File: src/rtl/irq_prio_serializer.sv
// Pending-register interrupt serializer: captures eight request lines and presents
// them one at a time, highest index first, as a 3-bit index on a valid/ready handshake.
module irq_prio_serializer #(
  parameter bit EDGE = 1'b1
) (
  input  logic       clk,
  input  logic       rst,
  input  logic [7:0] req,
  input  logic [7:0] mask,
  input  logic       ready,
  input  logic       clr_ovr,
  output logic [2:0] pos,
  output logic       valid,
  output logic [7:0] pending,
  output logic       overrun
);

  logic [7:0] req_q;
  logic [7:0] pending_q, pending_d;
  logic [2:0] pos_q, pos_d;
  logic       valid_q, valid_d;
  logic       overrun_q, overrun_d;

  logic [7:0] set_v;
  logic [7:0] clr_v;
  logic [7:0] cand;
  logic       acc;

  function automatic logic [2:0] msb_index(input logic [7:0] v);
    logic [2:0] idx;
    idx = '0;
    for (int i = 0; i < 8; i++) begin
      if (v[i]) idx = 3'(i);
    end
    return idx;
  endfunction

  function automatic logic [7:0] onehot(input logic [2:0] idx);
    return 8'b1 << idx;
  endfunction

  always_comb begin
    set_v     = '0;
    clr_v     = '0;
    acc       = valid_q & ready;
    pos_d     = pos_q;
    valid_d   = valid_q;

    if (EDGE) set_v = req & ~req_q & mask;
    else      set_v = req & mask;

    if (acc) clr_v = onehot(pos_q);

    // Candidates come from the registered pending word; same-cycle captures wait a cycle.
    cand      = pending_q & ~clr_v;
    pending_d = cand | set_v;
    overrun_d = (overrun_q & ~clr_ovr) | (|(set_v & cand));

    if (!valid_q || acc) begin
      if (|cand) begin
        pos_d   = msb_index(cand);
        valid_d = 1'b1;
      end else begin
        valid_d = 1'b0;
      end
    end
  end

  always_ff @(posedge clk or posedge rst) begin
    if (rst) begin
      req_q     <= '0;
      pending_q <= '0;
      pos_q     <= '0;
      valid_q   <= 1'b0;
      overrun_q <= 1'b0;
    end else begin
      req_q     <= req;
      pending_q <= pending_d;
      pos_q     <= pos_d;
      valid_q   <= valid_d;
      overrun_q <= overrun_d;
    end
  end

  assign pos     = pos_q;
  assign valid   = valid_q;
  assign pending = pending_q;
  assign overrun = overrun_q;

endmodule

File: config.mk
export PLATFORM = sky130hd
export DESIGN_NAME = irq_prio_serializer
export DESIGN_NICKNAME = d
export VERILOG_FILES = /design/src/rtl/irq_prio_serializer.sv
export SDC_FILE = /design/constraint.sdc
export NUM_CORES = 1
export LEC_CHECK = 0
export CORE_ASPECT_RATIO = 1.4
export CORE_MARGIN = 2
export CORE_UTILIZATION = 43
export CTS_BUF_LIST = sky130_fd_sc_hd__clkbuf_16
export DETAILED_ROUTE_END_ITERATION = 10
export PLACE_DENSITY = 0.82
export SETUP_SLACK_MARGIN = 0.15
export SLEW_MARGIN = 20
export SYNTH_ARGS = -nofsm -noshare
export SYNTH_HDL_FRONTEND = slang
export SYNTH_SLANG_ARGS = --single-unit
File: constraint.sdc
create_clock -name clk -period 1.8 [get_ports clk]
set_input_delay 0.18 -clock clk [delete_from_list [all_inputs] [get_ports clk]]
set_output_delay 0.18 -clock clk [all_outputs]
set_load 0.03 [all_outputs]
==> results.toml <==
[placement]
gp_congestion = 0.784
dp_hpwl_um = 1570
numPortBuffers = 32
dp_cells = 141
dp_slack_ns = -0.169

[critical_path]
critPathKind = "flop to flop"
critPathArrivalTime_ns = 1.80
cp-start-kind = "flop"
cp.required_ns = 1.96
critPathMaxFanout = 7
critPathCaptureType = "flop"
rr_worst_depth = 6

[pwr]
p_leak_nw = 0.659
switching_share_pct = 39.8
powerDensity_nw_per_um2 = 1590
vdd_drop_max_mv = 0.880
pwr-share-clk_pct = 19.0
seqPwrFrac_pct = 30.3
power_frac_comb_pct = 50.7
p_int_w = 0.00146
power_switching_w = 0.000969

[timing]
setup_slack_ns = 0.167
hold_viol = 0
final.setup.tns_ns = 0
final-setup-viol-count = 0
finalCritPeriodShare_pct = 90.7
drv_slew = 0
worst_slew_pin_slew_ns = 0.309
rsz0062_at_grt = "true"
finClkSkew_ns = 0.00148
max_clock_freq_mhz = 612
hold_slack_ns = 0.256
slew_headroom_pct = 79.4
finalCriticalPeriod_ns = 1.63

[clock_tree]
cts_root_buffer = "clkbuf_16"
cts_made_buffers = 3
cts_tree = "built"
numClockSinks = 21
clk_latency_ns = 0.25
cts.htree.levels = 1
path_clk_slew_ns = 0.05
cts_max_path_buffers = 2

[final_layout]
drive_above_1_share_pct = 29.8
num-fill-cells = 127
n_antenna_cell = 0
area_delta_synth_final_pct = 65.9
stdcell_count = 152
nNetsFinal = 152

[global_route]
grt_first_pass_wirelength_um = 3470
grtUsageTotal_pct = 18.6
antenna_found_initial = 0
grt_start_max_net_pins = 22
first_global_vias = 821
overflow = 0

[run]
drv_cap = 0

[route]
drc = 0
first_iter_violations = 19
postRouteWirelength_um = 2360
dr_total_vias = 827
wire_per_inst_um = 15.5
drtAntennaViolNets = 0
viasPerCell = 5.44
first_pass_iters = 6

[synth]
syn_nets = 101
ys_ff_latch = 21
synth.yosys.warnings = 0
synth_top_cell_area_share_pct = 57.1
syn_area_per_cell_sq_um = 11.4
synth_cell_type_count = 25
postSynthCellCount = 81
yosysSeqAreaShare_pct = 57.1
syn_area_sq_um = 921
synth_top_area_cell = "dfrtp_1"
synthTopCellsByArea = "dfrtp_1 (57%), nand2_1 (5.7%), o21ai_2 (5.7%)"

[status]
outcome = "finished clean"

[hold_path]
hp-class = "input pin to asynchronous set/reset pin"

[floorplan]
start_util_pct = 46.1
core.rowCount = 19
ios = 33
die_h_um = 58.8
die_w_um = 43.1
die_area_sq_um = 2530
core_sq_um = 2000
cells in the mapped netlist:
cell type and n:
o21ai_2 6, nor4_1 1, o211ai_1 1, o21a_1 1, dfrtp_1 21, or2b_2 1, nand2_1 14, nor2_1 2
a22o_2 1, nand4_2 2, nand3b_1 4, nand3b_2 1, a31oi_1 2, o21ai_0 4, o22ai_1 2, o31ai_4 1
o21ai_1 1, nor3_1 3, o32ai_1 1, o31ai_2 1, or2b_1 1, nand2b_1 2, inv_1 5, nand3_2 1
mux2i_1 2
flip-flops by register name, indices dropped and copies added, names as in the netlist:
| register | cells |
|---|---|
| pending | 8 |
| req_q | 8 |
| pos | 3 |
| overrun | 1 |
| valid | 1 |
logic make-up after synthesis:
family,count (synthesis),synth area share [%]
buf+inv,5,2.04
flops,21,57.1
compound gates,21,18.5
mux,2,2.17
simple gates,32,20.2
layer usage:
layer,wire [um],GRT usage [%],vias to the layer above
met1,894,19.9,394
met4,66,9.09,0
li1,-,-,394
met2,1300,34.3,30
met3,100,3.37,9
met5,0,0,-
worst max-delay path, cell delays in order (launching register included):
cell and delay, ns:
dfrtp_2 0.46, buf_4 0.14, nand2b_2 0.08, o21ai_4 0.27, nand4_4 0.16, o21ai_4 0.21, mux2i_1 0.23
power groups by stage:
stage / combinational (W) / clock [W] / sequential, W
2_1_floorplan: 0.000342 / 0 / 0.000930
3_3_place_gp: 0.000989 / 0 / 0.000728
3_5_place_dp: 0.00101 / 0 / 0.000732
4_1_cts: 0.00103 / 0.000465 / 0.000738
5_1_grt: 0.00131 / 0.000483 / 0.000748
6_report: 0.00123 / 0.000462 / 0.000736
layout make-up:
class	instances	area [sq um]	area share, %
sequential	21	531	34.7
multi-input combinational	55	447	29.2
timing repair buffer	46	425	27.8
clock buffer	3	75.1	4.91
tap	21	26.3	1.72
inverter	5	18.8	1.23
clock inverter	1	5.00	0.328
final timing paths:
check                                        start              endpoint  slack (ns)
worst max-delay path            pos[0]$_DFFE_PP0P_    pos[1]$_DFFE_PP0P_        0.17
worst min-delay path                           rst    req_q[3]$_DFF_PP0_        0.26
worst max register to register  pos[0]$_DFFE_PP0P_    pos[1]$_DFFE_PP0P_        0.17
worst min register to register  req_q[1]$_DFF_PP0_  pending[1]$_DFF_PP0_        0.47
max in group asynchronous                      rst     valid$_DFFE_PP0P_        1.32
min in group clk                            req[1]    req_q[1]$_DFF_PP0_        0.40
per-stage QoR:
step / total power, W / instance area (sq um) / utilization, %
after detailed placement: 0.00174 / 1330 / 66.7
after global routing: 0.00254 / 1530 / 76.5
final: 0.00243 / 1530 / 76.5
after global placement: 0.00172 / 1330 / 66.7
after floorplan: 0.00127 / 932 / -
after CTS: 0.00223 / 1430 / 71.4
cell usage in the layout, fill, tap and decap left out, drive strengths merged, types with 3 or more instances in the layout:
| cell type | count |
|---|---|
| nor3 | 3 |
| o21ai | 11 |
| buf | 14 |
| inv | 5 |
| clkdlybuf4s50 | 29 |
| clkbuf | 3 |
| nand3b | 5 |
| nand2 | 14 |
| dfrtp | 21 |
what timing repair did:
action                                  4_1_cts  5_1_grt
gates resized for setup                       5       10
setup buffers                                 0        7
hold buffers                                  0        0
endpoints found under the setup margin        5        4
pin swaps                                     0        8
Note: power is estimated with default switching activity, not from simulation.
